**src/rtl/star_row_scroller_if.sv**
```systemverilog
// star_row_scroller_if
// Bundles the two buses the starfield sequencer drives: the control side of
// the single-port star table RAM and the valid/ready star record stream
// towards the plotter.
//   ram_rden/ram_wren   RAM read / write enables (never both high)
//   ram_address         9-bit row address
//   ram_data            18-bit write data {x, speed, color}
//   ram_q               18-bit read data, valid 2 cycles after ram_rden
//   star_valid/ready    record handshake
//   star_x/y/color      record payload (pre-scroll x, row, colour)
// master = sequencer side, slave = RAM + plotter side.
interface star_row_scroller_if;
  logic        ram_rden;
  logic        ram_wren;
  logic [8:0]  ram_address;
  logic [17:0] ram_data;
  logic [17:0] ram_q;
  logic        star_valid;
  logic        star_ready;
  logic [8:0]  star_x;
  logic [8:0]  star_y;
  logic [5:0]  star_color;

  modport master (
    output ram_rden, ram_wren, ram_address, ram_data,
    output star_valid, star_x, star_y, star_color,
    input  ram_q, star_ready
  );

  modport slave (
    input  ram_rden, ram_wren, ram_address, ram_data,
    input  star_valid, star_x, star_y, star_color,
    output ram_q, star_ready
  );
endinterface

```
**src/rtl/star_row_scroller.sv**
```systemverilog
// star_row_scroller
// On every frame_start walks the star table (one entry per scanline), reads
// each entry, writes back its scrolled x position and offers the pre-scroll
// record downstream. Read and write-back share the RAM's single address port,
// so each row is handled strictly in sequence RD, WAIT, CAP, WR, OUT.
// Ports:
//   clock        sole clock (RAM shares it)
//   reset        asynchronous, active-high
//   frame_start  1-cycle pulse that starts a walk
//   scroll_en    1: x -= speed on write-back, 0: x written back unchanged
//   busy         walk in progress
//   done         1-cycle pulse in the first idle cycle after the last record
//   overrun      1-cycle pulse when frame_start arrives during a walk
//   bus          RAM control + star record stream (master modport)
module star_row_scroller #(
  parameter int STAR_COUNT = 512
) (
  input  logic clock,
  input  logic reset,
  input  logic frame_start,
  input  logic scroll_en,
  output logic busy,
  output logic done,
  output logic overrun,
  star_row_scroller_if.master bus
);

  localparam logic [8:0] LAST_ROW = 9'(STAR_COUNT - 1);

  typedef enum logic [2:0] {
    IDLE,
    RD,
    WAIT,
    CAP,
    WR,
    OUT
  } state_t;

  state_t      state;
  logic [8:0]  row;
  logic [8:0]  x_q;
  logic [5:0]  color_q;
  logic [8:0]  scrolled_x;

  // The write-back word is formed on the same edge that captures ram_q, so the
  // scroll arithmetic works straight off the RAM output; 9-bit wrap is free.
  always_comb begin
    scrolled_x = bus.ram_q[17:9] - 9'(bus.ram_q[8:6]);
  end

  // Single sequencer process. Every output is a flop; RAM strobes default low
  // each cycle and are raised only on the edge entering their own state, which
  // keeps address/data at zero whenever no access is taking place.
  always_ff @(posedge clock or posedge reset) begin
    if (reset) begin
      state           <= IDLE;
      row             <= '0;
      x_q             <= '0;
      color_q         <= '0;
      busy            <= 1'b0;
      done            <= 1'b0;
      overrun         <= 1'b0;
      bus.ram_rden    <= 1'b0;
      bus.ram_wren    <= 1'b0;
      bus.ram_address <= '0;
      bus.ram_data    <= '0;
      bus.star_valid  <= 1'b0;
      bus.star_x      <= '0;
      bus.star_y      <= '0;
      bus.star_color  <= '0;
    end else begin
      bus.ram_rden    <= 1'b0;
      bus.ram_wren    <= 1'b0;
      bus.ram_address <= '0;
      bus.ram_data    <= '0;
      done            <= 1'b0;
      overrun         <= frame_start && (state != IDLE);

      case (state)
        IDLE: begin
          if (frame_start) begin
            state           <= RD;
            row             <= '0;
            busy            <= 1'b1;
            bus.ram_rden    <= 1'b1;
            bus.ram_address <= '0;
          end
        end

        RD: state <= WAIT;

        WAIT: state <= CAP;

        CAP: begin
          x_q             <= bus.ram_q[17:9];
          color_q         <= bus.ram_q[5:0];
          bus.ram_wren    <= 1'b1;
          bus.ram_address <= row;
          bus.ram_data    <= {(scroll_en ? scrolled_x : bus.ram_q[17:9]),
                              bus.ram_q[8:0]};
          state           <= WR;
        end

        WR: begin
          bus.star_valid <= 1'b1;
          bus.star_x     <= x_q;
          bus.star_y     <= row;
          bus.star_color <= color_q;
          state          <= OUT;
        end

        OUT: begin
          // Without star_ready the record simply holds; nothing else moves.
          if (bus.star_ready) begin
            bus.star_valid <= 1'b0;
            bus.star_x     <= '0;
            bus.star_y     <= '0;
            bus.star_color <= '0;
            if (row == LAST_ROW) begin
              state <= IDLE;
              busy  <= 1'b0;
              done  <= 1'b1;
            end else begin
              row             <= row + 9'd1;
              bus.ram_rden    <= 1'b1;
              bus.ram_address <= row + 9'd1;
              state           <= RD;
            end
          end
        end

        default: state <= IDLE;
      endcase
    end
  end

endmodule

```
**src/flat_wrapper.sv**
```systemverilog
// flat-port wrapper written by rule: the top's interface ports become plain ports
module star_row_scroller_flat 
#(
  parameter int STAR_COUNT = 512
)
  (clock, reset, frame_start, scroll_en, busy, done, overrun, bus_ram_rden, bus_ram_wren, bus_ram_address, bus_ram_data, bus_star_valid, bus_star_x, bus_star_y, bus_star_color, bus_ram_q, bus_star_ready);
  star_row_scroller_if bus_i ();
  input  logic clock;
  input  logic reset;
  input  logic frame_start;
  input  logic scroll_en;
  output logic busy;
  output logic done;
  output logic overrun;
  output wire logic [$bits(bus_i.ram_rden)-1:0] bus_ram_rden;
  output wire logic [$bits(bus_i.ram_wren)-1:0] bus_ram_wren;
  output wire logic [$bits(bus_i.ram_address)-1:0] bus_ram_address;
  output wire logic [$bits(bus_i.ram_data)-1:0] bus_ram_data;
  output wire logic [$bits(bus_i.star_valid)-1:0] bus_star_valid;
  output wire logic [$bits(bus_i.star_x)-1:0] bus_star_x;
  output wire logic [$bits(bus_i.star_y)-1:0] bus_star_y;
  output wire logic [$bits(bus_i.star_color)-1:0] bus_star_color;
  input wire logic [$bits(bus_i.ram_q)-1:0] bus_ram_q;
  input wire logic [$bits(bus_i.star_ready)-1:0] bus_star_ready;
  assign bus_ram_rden = bus_i.ram_rden;
  assign bus_ram_wren = bus_i.ram_wren;
  assign bus_ram_address = bus_i.ram_address;
  assign bus_ram_data = bus_i.ram_data;
  assign bus_star_valid = bus_i.star_valid;
  assign bus_star_x = bus_i.star_x;
  assign bus_star_y = bus_i.star_y;
  assign bus_star_color = bus_i.star_color;
  assign bus_i.ram_q = bus_ram_q;
  assign bus_i.star_ready = bus_star_ready;
  star_row_scroller #(.STAR_COUNT(STAR_COUNT)) u_core (.clock(clock), .reset(reset), .frame_start(frame_start), .scroll_en(scroll_en), .busy(busy), .done(done), .overrun(overrun), .bus(bus_i));
endmodule
```
**config.mk**
```make
export PLATFORM = sky130hd
export DESIGN_NAME = star_row_scroller_flat
export DESIGN_NICKNAME = d
export VERILOG_FILES = /design/src/rtl/star_row_scroller_if.sv /design/src/rtl/star_row_scroller.sv /design/src/flat_wrapper.sv
export SDC_FILE = /design/constraint.sdc
export NUM_CORES = 1
export LEC_CHECK = 0
export ABC_AREA = 1
export CAP_MARGIN = 20
export CORE_UTILIZATION = 45
export CTS_CLUSTER_SIZE = 10
export DETAILED_ROUTE_END_ITERATION = 8
export GPL_TIMING_DRIVEN = 0
export PLACE_DENSITY_LB_ADDON = 0.25
export SYNTH_ARGS = -nofsm -noshare
export SYNTH_HDL_FRONTEND = slang
export SYNTH_SLANG_ARGS = --single-unit
export TNS_END_PERCENT = 30
```
**constraint.sdc**
```tcl
create_clock -name clock -period 6.5 [get_ports clock]
set_clock_uncertainty 0.2 [all_clocks]
set_input_delay 1.3 -clock clock [delete_from_list [all_inputs] [get_ports clock]]
set_output_delay 1.3 -clock clock [all_outputs]
set_load 0.05 [all_outputs]
```
==> metrics.md <==
| Metric | Value |
|---|---|
| Outcome | `completed` |
| LEAKAGE | `2.32 nW` |
| Row Count | `31` |
| Clk Latency, worst-skew pair | `340 ps` |
| Routed wire length | `7610 um` |
| CTS Buffer Depth | `2` |
| Post-synthesis sequential area ratio | `59.3%` |
| Die width | `90.7 um` |
| GRT met2 Usage | `30.4%` |
| CTS Root Cell | `clkbuf_8` |
| Post-synthesis cell count | `374` |
| Final period utilization | `46.7%` |
| Worst Setup Path Type | `reg2out` |
| DRT iter0 DRCs | `171` |
| Largest net degree at the start of global routing | `68` |
| Mapped cell area | `3540 um2` |
| GRT Overall Usage | `20.2%` |
| Syn_area_per_cell | `9.47 um2` |
| Synth Register Bits | `84` |
| Reg2reg start | `u_core.row[0]` |
| DRT Pass-1 Iters | `4` |
| Power per cell area | `453 nW/um2` |
| # resized after CTS | `0` |
| Initial antenna violation count | `0` |
| Vias/cell | `4.96` |
| Required time worst endpoint | `5000 ps` |
| Worst Tran Pin Value | `530 ps` |
| Via count | `2818` |
| # port buffers | `79` |
| Design area | `4690 um2` |
| Placer Congestion | `0.834` |
| Worst Setup End Kind | `primary output` |
| MaxCap Viol Count | `0` |
| Inst Count DP | `553` |
| Min Tclk post-route | `3030 ps` |
| Final setup vio count | `0` |
| Postcts setup bufs | `0` |
| Max stage delay on crit path | `820 ps` |
| H-Tree Depth | `3` |
| CP Cell Sequence | `clkdlybuf4s50_1` |
| Cts hold-fix bufs | `0` |
| Critical-path maximum fanout | `2` |
| Final #Nets | `495` |
| Worst reg2reg endpoint | `u_core.bus.ram_address[6]` |
| Max-slew violations | `0` |
| Worst relative slew slack | `64.5%` |
| DRC | `0` |
| Cell count of the worst reg-to-reg path | `11` |
| Effective utilization at floorplan | `47.6%` |
| Post-DP Area | `4490 um2` |
| Delay-heaviest family, CP | `buffers and inverters` |
| GR Util met1 | `28.3%` |
| Layout cell share with drive strength beyond 1 | `9.17%` |
| Core Area | `7450 um2` |
| Unrepaired setup endpoints after global routing | `false` |
| Area growth syn-to-layout | `32.4%` |
| CP bufs+invs | `1` |
| Clock Sink Count | `84` |
| Gr ovfl total | `0` |
| Hold Crit Depth | `2` |
| Grt met3 use | `3.45%` |
| Critical path startpoint category | `flip-flop` |
| Vias in the first global route | `2735` |
| Post-DR wirelength/cell | `13.4 um` |
| Hold Startpoint | `u_core.bus.star_valid` |
| Hpwl dp | `5560 um` |
| Ys Warns | `0` |
| Hold/Removal Path Class | `reg2reg` |
| Worst Hold Path EP | `u_core.bus.star_valid` |
| CTS tree | `yes` |
| Post-detailed-route count of antenna-violating nets | `0` |
| Crit path DAT | `1530 ps` |
| Die Height | `90.7 um` |
| Final Hold Viols | `0` |
| Max IR drop VDD | `0.195 mV` |
| I/O pin total | `80` |
| Setup TNS | `0 ps` |
| Total CTS buffers | `9` |
| DIE AREA | `8230 um2` |
| Yosys cell types | `30` |
| Fmax | `330 MHz` |
| Slowest CP cell | `clkdlybuf4s50_1` |
| Worst-path clk slew | `80 ps` |
| Diode count | `0` |
| R2R setup slack | `4270 ps` |
| Fin cells | `568` |
| Post-synthesis net count | `404` |
| GRT busiest layer | `met2` |
| First-pass GRT wire length | `12900 um` |
==> worst max path at each step <==
stage	cells after the start	end	from	slack (ps)
2_1_floorplan	1	u_core.bus.ram_address[0]	reset	2830
3_3_place_gp	2	u_core.bus.ram_data[0]	reset	1540
3_5_place_dp	10	u_core.bus.ram_data[17]	bus_ram_q[9]	3190
4_1_cts	1	bus_star_x[8]	u_core.bus.star_x[8]	3450
5_1_grt	10	u_core.bus.ram_data[17]	bus_ram_q[9]	3420
6_report	1	bus_star_x[8]	u_core.bus.star_x[8]	3470
==> registers in the layout (all words and copies together), names as in the netlist, 3 cells and up <==
| register | count |
|---|---|
| u_core.bus.ram_address | 9 |
| u_core.bus.ram_data | 18 |
| u_core.bus.star_color | 6 |
| u_core.bus.star_x | 9 |
| u_core.bus.star_y | 9 |
| u_core.color_q | 6 |
| u_core.row | 9 |
| u_core.state | 3 |
| u_core.x_q | 9 |
==> synth_stat cells <==
master | count | area share, %
nand3_1 | 54 | 7.6
inv_1 | 41 | 4.3
nand2_2 | 1 | 0.18
nand3_4 | 1 | 0.49
nand4_1 | 1 | 0.18
dfrtp_1 | 84 | 59
ha_1 | 6 | 2.1
nand2_4 | 5 | 1.6
xnor2_1 | 1 | 0.25
nor2_4 | 1 | 0.32
buf_6 | 3 | 0.95
nor2_1 | 29 | 3.1
o22ai_1 | 4 | 0.71
nor3_2 | 1 | 0.28
o22ai_2 | 1 | 0.35
fa_1 | 1 | 0.56
xor2_1 | 1 | 0.25
nand3_2 | 3 | 0.85
nand2_1 | 74 | 7.8
buf_4 | 1 | 0.21
buf_2 | 7 | 0.99
a21oi_1 | 4 | 0.56
o21ai_0 | 29 | 4.1
o21ai_1 | 9 | 1.3
inv_2 | 3 | 0.32
clkinv_1 | 1 | 0.11
clkbuf_1 | 2 | 0.21
nor3_1 | 3 | 0.42
inv_4 | 1 | 0.18
a31oi_1 | 2 | 0.35
==> final cells by class <==
type	instances	area (um2)
clock buffers	14	173
fillers	667	2760
inverters	46	178
multi-input cells	231	1180
plain buffers	13	83.8
clock inverters	1	30.0
repair buffers	80	818
well taps	99	124
flip-flops and latches	84	2100
==> kinds of logic (layout without fill, tap and decap cells) <==
kind of cell               Yosys count  count (layout)  synth area share (%)
and+or+nand+nor                    173             173                  22.8
DFF                                 84              84                  59.3
buffers and inverters               59             154                  7.31
AOI/OAI and AO/OA                   49              49                  7.34
adders and majority gates            7               7                  2.68
xor gates and xnor gates             2               2                 0.494
==> layer usage <==
layer | routed length (um) | vias to the layer above
met5 | 0 | -
met4 | 167 | 0
met3 | 415 | 13
met2 | 3430 | 89
met1 | 3590 | 1329
li1 | - | 1387
==> metrics by stage <==
step,hold WS [ps],total power [W],setup WS (ps),util (%)
after detailed placement,262,0.00176,3190,60.3
after CTS,281,0.00214,3450,63.0
after global placement,255,0.00174,1540,59.9
final,278,0.00212,3470,63.0
after global routing,312,0.00225,3420,63.0
after floorplan,249,0.00144,2830,-
==> report_power, final <==
group / total, W / leakage, nW / internal, W / switching [W]
Clock: 0.000380 / 0.103 / 0.000208 / 0.000173
Sequential: 0.000779 / 1.11 / 0.000684 / 0.0000943
Combinational: 0.000965 / 1.11 / 0.000305 / 0.000660
Total: 0.00212 / 2.32 / 0.00120 / 0.000927
==> cells in the final DEF (no fill, tap or decap), types with 5 or more instances in the layout <==
cell type,instances
nand2_4,5
inv_1,40
o21ai_0,29
clkdlybuf4s50_1,79
o21ai_1,9
buf_2,7
nor2_1,29
dfrtp_1,84
ha_1,6
nand3_1,54
clkbuf_8,12
nand2_1,74
No activity file was read; power rests on OpenSTA's default activity.
